### src/rtl/obsidian_writeback_unit.sv
// Obsidian writeback stage: selects ALU/load/link result, aligns and extends loads,
// holds it in a stallable output register for the register-file port, counts retirements.
module obsidian_writeback_unit #(
  parameter int unsigned DATA_W   = 32,
  parameter int unsigned ADDR_W   = 5,
  parameter int unsigned CNT_W    = 32,
  parameter int unsigned ZERO_REG = 1,
  localparam int unsigned OFF_W   = $clog2(DATA_W / 8)
) (
  input  logic              clk,
  input  logic              rst_n,
  input  logic              in_valid,
  output logic              in_ready,
  input  logic              in_reg_write,
  input  logic [1:0]        in_wb_sel,
  input  logic [1:0]        in_mem_size,
  input  logic              in_mem_unsigned,
  input  logic [OFF_W-1:0]  in_byte_off,
  input  logic [DATA_W-1:0] in_mem_data,
  input  logic [DATA_W-1:0] in_alu_data,
  input  logic [DATA_W-1:0] in_link_data,
  input  logic [ADDR_W-1:0] in_rd,
  input  logic              flush,
  input  logic              wb_stall,
  output logic              wb_valid,
  output logic              wb_reg_write,
  output logic [ADDR_W-1:0] wb_rd,
  output logic [DATA_W-1:0] wb_data,
  output logic [CNT_W-1:0]  retire_count
);

  logic              wb_valid_q, wb_valid_d;
  logic              wb_reg_write_q, wb_reg_write_d;
  logic [ADDR_W-1:0] wb_rd_q, wb_rd_d;
  logic [DATA_W-1:0] wb_data_q, wb_data_d;
  logic [CNT_W-1:0]  retire_q, retire_d;

  logic [OFF_W-1:0]  off_eff;
  logic [63:0]       raw64, shifted, load64;
  logic              sext;
  logic [DATA_W-1:0] result;
  logic              accept, consume, rd_is_zero;

  // Load alignment: offset bits finer than the access size are dropped, then
  // the datum is shifted down and extended in a 64-bit workspace.
  always_comb begin
    off_eff = '0;
    load64  = '0;
    case (in_mem_size)
      2'd0:    off_eff = in_byte_off;
      2'd1:    off_eff = in_byte_off & ~OFF_W'(1);
      2'd2:    off_eff = in_byte_off & ~OFF_W'(3);
      default: off_eff = '0;
    endcase
    raw64   = 64'(in_mem_data);
    shifted = raw64 >> {off_eff, 3'b000};
    sext    = !in_mem_unsigned;
    case (in_mem_size)
      2'd0:    load64 = {{56{sext & shifted[7]}},  shifted[7:0]};
      2'd1:    load64 = {{48{sext & shifted[15]}}, shifted[15:0]};
      2'd2:    load64 = {{32{sext & shifted[31]}}, shifted[31:0]};
      default: load64 = shifted;
    endcase
  end

  always_comb begin
    case (in_wb_sel)
      2'd1:    result = DATA_W'(load64);
      2'd2:    result = in_link_data;
      default: result = in_alu_data;
    endcase
  end

  assign in_ready   = !(wb_valid_q && wb_stall) && !flush;
  assign accept     = in_valid && in_ready;
  assign consume    = wb_valid_q && !wb_stall && !flush;
  assign rd_is_zero = (ZERO_REG != 0) && (in_rd == '0);

  // Output register: flush beats accept beats consume.
  always_comb begin
    wb_valid_d     = wb_valid_q;
    wb_reg_write_d = wb_reg_write_q;
    wb_rd_d        = wb_rd_q;
    wb_data_d      = wb_data_q;
    retire_d       = retire_q;
    if (flush) begin
      wb_valid_d = 1'b0;
    end else if (accept) begin
      wb_valid_d     = 1'b1;
      wb_reg_write_d = in_reg_write && !rd_is_zero;
      wb_rd_d        = in_rd;
      wb_data_d      = result;
    end else if (consume) begin
      wb_valid_d = 1'b0;
    end
    if (consume) begin
      retire_d = retire_q + CNT_W'(1);
    end
  end

  always_ff @(posedge clk or negedge rst_n) begin
    if (!rst_n) begin
      wb_valid_q     <= 1'b0;
      wb_reg_write_q <= 1'b0;
      wb_rd_q        <= '0;
      wb_data_q      <= '0;
      retire_q       <= '0;
    end else begin
      wb_valid_q     <= wb_valid_d;
      wb_reg_write_q <= wb_reg_write_d;
      wb_rd_q        <= wb_rd_d;
      wb_data_q      <= wb_data_d;
      retire_q       <= retire_d;
    end
  end

  assign wb_valid     = wb_valid_q;
  assign wb_reg_write = wb_reg_write_q;
  assign wb_rd        = wb_rd_q;
  assign wb_data      = wb_data_q;
  assign retire_count = retire_q;

endmodule

### config.mk
export PLATFORM = sky130hd
export DESIGN_NAME = obsidian_writeback_unit
export DESIGN_NICKNAME = d
export VERILOG_FILES = /design/src/rtl/obsidian_writeback_unit.sv
export SDC_FILE = /design/constraint.sdc
export NUM_CORES = 1
export LEC_CHECK = 0
export ABC_AREA = 1
export CAP_MARGIN = 20
export CORE_ASPECT_RATIO = 1.25
export CORE_MARGIN = 4
export CORE_UTILIZATION = 37
export DETAILED_ROUTE_END_ITERATION = 12
export PLACE_DENSITY = 0.69
export REMOVE_ABC_BUFFERS = 1
export SYNTH_ARGS = -nofsm -noshare
export SYNTH_HDL_FRONTEND = slang
export SYNTH_SLANG_ARGS = --single-unit
### constraint.sdc
create_clock -name clk -period 1.9 [get_ports clk]
set_input_delay 0.38 -clock clk [delete_from_list [all_inputs] [get_ports clk]]
set_output_delay 0.38 -clock clk [all_outputs]
set_load 0.03 [all_outputs]
* After elaboration in Yosys (flattened, before gate mapping)
Index checks and enable logic that the tools add are counted.
Storage, ports and cells: register bits 71, bits of input ports 114
Cells by class: muxes and demuxes 6, equality and inequality tests 4, reduce and logical (&&, ||, !) cells 15, add/sub/neg operators 1, bitwise logic cells 3, shift operators 1
Operators with widths (count):
- $pmux 32 s3 | 1
- $pmux 32 s2 | 1
- $add 32x1->32 const B | 1
- $shr 32x5->32 | 1
- $logic_and 1x1->1 | 6
- $logic_not 1->1 | 5
- $logic_not 5->1 | 1
- $eq 2x1->1 const B | 2
- $eq 2x2->1 const B | 2
- $pmux 2 s2 | 1
- $mux 1 | 3
- $reduce_bool 3->1 | 1
- $and 1x1->1 | 2
- $logic_not 2->1 | 1
- $reduce_and 2->1 | 1
- $not 1->1 | 1

* Depth between registers and ports, before layout
depth after elaboration 6, depth in mapped cells 13

* Worst setup path after synthesis
No wires, ideal clock.
path kind flip-flop to flip-flop, start point reg wb_valid_q, in the netlist wb_valid, end point reg wb_data_q[10], in the netlist wb_data[10], path slack 15 ps, path buffers 2, clock period less this slack 1885 ps, cell stages (with the launch flop) 9, arrival 1768 ps, path through dfrtp_1 nand2_1 inv_1 nor2_1 nand2_1 buf_2 clkbuf_1 nand2_1 nand2_1
Between the ends: longest elaborated chain between the ends 5
Ends and longest elaborated chain:
- start, declared | line 32 | logic wb_valid_q, wb_valid_d;
- start signal, assigned | line 109 | wb_valid_q <= wb_valid_d;
- $logic_and 1x1->1 | line 74 | assign in_ready = !(wb_valid_q && wb_stall) && !flush;
- $logic_not 1->1 | line 74
- $logic_and 1x1->1 | line 74
- named net in_ready | line 13 | output logic in_ready,
- $logic_and 1x1->1 | line 75 | assign accept = in_valid && in_ready;
- $reduce_and 2->1 (no source line)
- end signal, assigned | line 112 | wb_data_q <= wb_data_d;
- end, declared | line 35 | logic [DATA_W-1:0] wb_data_q, wb_data_d;
The timed path passes the listed nets, and every way through them passes these cells. A chain may end at the register's enable or synchronous reset.

* Worst setup path after layout
start point reg retire_q[20], in the netlist retire_count[20], end point out retire_count[20]
RTL lines:
- start, declared | line 36 | logic [CNT_W-1:0] retire_q, retire_d;
- start signal, assigned | line 113 | retire_q <= retire_d;
- end, declared | line 29 | output logic [CNT_W-1:0] retire_count
No word-level cell between the ends.

==> flow_summary.json <==
{
  "worstPathRequired_ns": 1.52,
  "gp_congestion": 0.930,
  "critPathBufInv": 1,
  "maxSlewHeadroom_pct": 70.4,
  "dieArea_um2": 15100,
  "final_common_cell": "nand2_1",
  "use_met3_pct": 8.14,
  "vias": 5317,
  "ys_warn_count": 0,
  "cp.arrival_ns": 1.47,
  "final_cells": 1122,
  "critPathLaunch": "retire_count[20]$_DFFE_PN0P_",
  "period_share_pct": 97.1,
  "synthCells": 731,
  "place.port_buffers": 185,
  "holdPathStages": 2,
  "chipHeight_um": 137,
  "min_path_type": "register to register",
  "p_per_area_nw_per_um2": 772,
  "synth_fa_ha_area_share_pct": 0.767,
  "worst_path_max_delay_cell": "clkdlybuf4s50_1",
  "grt_use_total_pct": 22.1,
  "crit_type": "register to output pin",
  "drt_wl_total_um": 16500,
  "synth-edff-count": 0,
  "wl_per_cell_um": 14.7,
  "use_met1_pct": 23.1,
  "reg2reg_depth": 8,
  "min_to": "wb_rd[1]$_DFFE_PN0P_",
  "io_pins": 186,
  "syn_area_per_cell_um2": 6.69,
  "p_sw_mw": 1.90,
  "switching_share_pct": 32.5,
  "cts.sinks": 71,
  "drive_above_1_share_pct": 11.1,
  "tightest_slew_ns": 0.441,
  "cts_tree": "done",
  "rrSetupSlack_ns": 0.27,
  "grtUsageMet2_pct": 41.5,
  "r2r_end": "retire_count[21]$_DFFE_PN0P_",
  "synth.area.mux_share_pct": 0,
  "end_kind": "output pin",
  "fin_ws_ns": 0.0549,
  "start_util_pct": 38.1,
  "ir_drop_mv": 0.402,
  "crit_cells": 1,
  "path_max_fanout": 5,
  "htreeDepth": 3,
  "synth.ff_latch_count": 71,
  "yosys.cell_types.count": 40,
  "die_w_um": 111,
  "numCtsBuffers": 9,
  "antenna_found_initial": 1,
  "core_um2": 12800,
  "post-route-min-period_ns": 1.85,
  "drt_iter0_drc": 186,
  "max_cap_viol_count": 0,
  "layout_common_cells": "nand2_1 (283), clkdlybuf4s50_1 (170), nor2_1 (106)",
  "multi_input_area_um2": 2700,
  "synth_compound_area_share_pct": 9.26,
  "clockRootBuffer": "clkbuf_16",
  "hpwl_um": 13100,
  "critPathTopFamily": "buffers and inverters",
  "diodes": 0,
  "areaGrowthSynthToFinish_pct": 54.7,
  "first_pass_iters": 4,
  "grt_max_degree": 57,
  "setup_violations": 0,
  "ys.flop_type": "dfrtp_1",
  "grt_pass1_vias": 5461,
  "p_comb_share_pct": 33.6,
  "synth_xor_area_share_pct": 4.48,
  "final_hold_viol_count": 0,
  "intPower_mw": 3.94,
  "synthSimpleGateAreaFrac_pct": 40.4,
  "drv_slew": 0,
  "antenna_left": 0,
  "seqPwrFrac_pct": 31.9,
  "insertion_delay_ns": 0.33,
  "grt.busiest_layer": "met2",
  "finClkSkew_ns": 0.00640,
  "clkPwrFrac_pct": 34.6,
  "max_freq_mhz": 542,
  "final_nets": 1066,
  "cts.path.max_buffers": 2,
  "drc": 0,
  "worstHoldStart": "wb_rd[1]$_DFFE_PN0P_",
  "critPathMaxStageDelay_ns": 0.71,
  "r2r-start": "retire_count[11]$_DFFE_PN0P_",
  "viasPerCell": 4.74,
  "gr-total-overflow": 0,
  "path_cells": "clkdlybuf4s50_1",
  "dpl.cell_count": 1104,
  "fillers": 1185,
  "ys_seq_area_share_pct": 36.3,
  "power_leakage_nw": 3.73,
  "clkTransAtPathRegs_ns": 0.06,
  "status": "complete, no violations",
  "async_flop_share_pct": 100,
  "synth_top_family_by_area": "simple AND/OR/NAND/NOR gates",
  "ff_latch_area_um2": 1780,
  "grt_first_pass_wirelength_um": 26900,
  "start_kind": "register",
  "tns_ns": 0,
  "syn_area_um2": 4890,
  "place_ws_ns": -0.325,
  "row_count": 46
}
-- layout make-up --
| type | count | area share [%] |
|---|---|---|
| clock buffers | 11 | 3.34 |
| flip-flops and latches | 71 | 23.5 |
| well taps | 168 | 2.78 |
| multi-input cells | 576 | 35.7 |
| repair buffers | 237 | 30.5 |
| inverters | 54 | 2.75 |
| clock inverters | 5 | 1.37 |
-- worst max-delay path by stage --
stage,to
after floorplan,wb_reg_write$_DFFE_PN0P_
after global placement,wb_data[4]$_DFFE_PN0P_
after detailed placement,wb_data[4]$_DFFE_PN0P_
after CTS,retire_count[18]
after global routing,wb_data[14]$_DFFE_PN0P_
final,retire_count[20]
-- through the flow --
stage / hold WS, ns / util, % / cell area (µm²) / total power [mW]
6_report: 0.479 / 58.9 / 7560 / 5.84
5_1_grt: 0.494 / 58.9 / 7560 / 6.14
4_1_cts: 0.483 / 58.5 / 7510 / 5.90
3_5_place_dp: 0.299 / 55.7 / 7140 / 3.85
3_3_place_gp: 0.297 / 55.7 / 7140 / 3.84
2_1_floorplan: 0.0844 / - / 4670 / 2.83
-- cells in the mapped netlist (2+ instances only) --
cell | n | area (µm²)
nand4_1 | 8 | 50.1
xnor2_1 | 9 | 78.8
nand2_2 | 10 | 62.6
dfrtp_1 | 71 | 1780
clkinv_1 | 2 | 7.51
nand2_4 | 3 | 33.8
inv_1 | 49 | 184
xor2_1 | 16 | 140
inv_2 | 2 | 7.51
buf_2 | 3 | 15.0
nand2_1 | 285 | 1070
nand3_4 | 2 | 35.0
ha_1 | 3 | 37.5
nor2_2 | 3 | 18.8
o21ai_1 | 6 | 30.0
nand3b_1 | 2 | 15.0
nand3_2 | 5 | 50.1
nand3_1 | 27 | 135
nor2_4 | 2 | 22.5
clkbuf_1 | 14 | 52.6
o21ai_0 | 21 | 105
o21ai_2 | 4 | 35.0
a21oi_1 | 43 | 215
nor2_1 | 106 | 398
nor3_1 | 8 | 40.0
o211ai_1 | 7 | 52.6
clkbuf_8 | 3 | 41.3
buf_6 | 5 | 56.3
-- power groups by stage --
stage                     clock network (mW)  logic [mW]  registers [mW]
after floorplan                            0       0.540            2.29
after global placement                     0        1.95            1.88
after detailed placement                   0        1.97            1.88
after CTS                               2.07        1.97            1.86
after global routing                    2.12        2.13            1.89
final                                   2.02        1.96            1.86
-- logic make-up after synthesis --
kind of cell / Yosys count
flops: 71
fa+ha+maj: 3
simple gates: 465
buf+inv: 84
xor+xnor: 25
compound gates: 83
-- sequential cells by signal, indices dropped and copies added (netlist names) --
signal	flops
wb_rd	5
wb_valid	1
wb_data	32
retire_count	32
wb_reg_write	1
-- metal layers --
layer  vias to the layer above  wire, µm  share of wire, %
li1                       2731         -                 -
met1                      2399      6180                37
met2                       161      8640                52
met3                        24      1400               8.5
met4                         2       301               1.8
met5                         -        13             0.079
-- repair_timing --
item                                    CTS  global route
hold buffers                              1             0
setup buffers                             0             1
hold endpoints to repair                 22             0
endpoints found under the setup margin    3            28
pin swaps                                 0             1
resized for setup                         3            16
No activity file was read; power rests on OpenSTA's default activity.
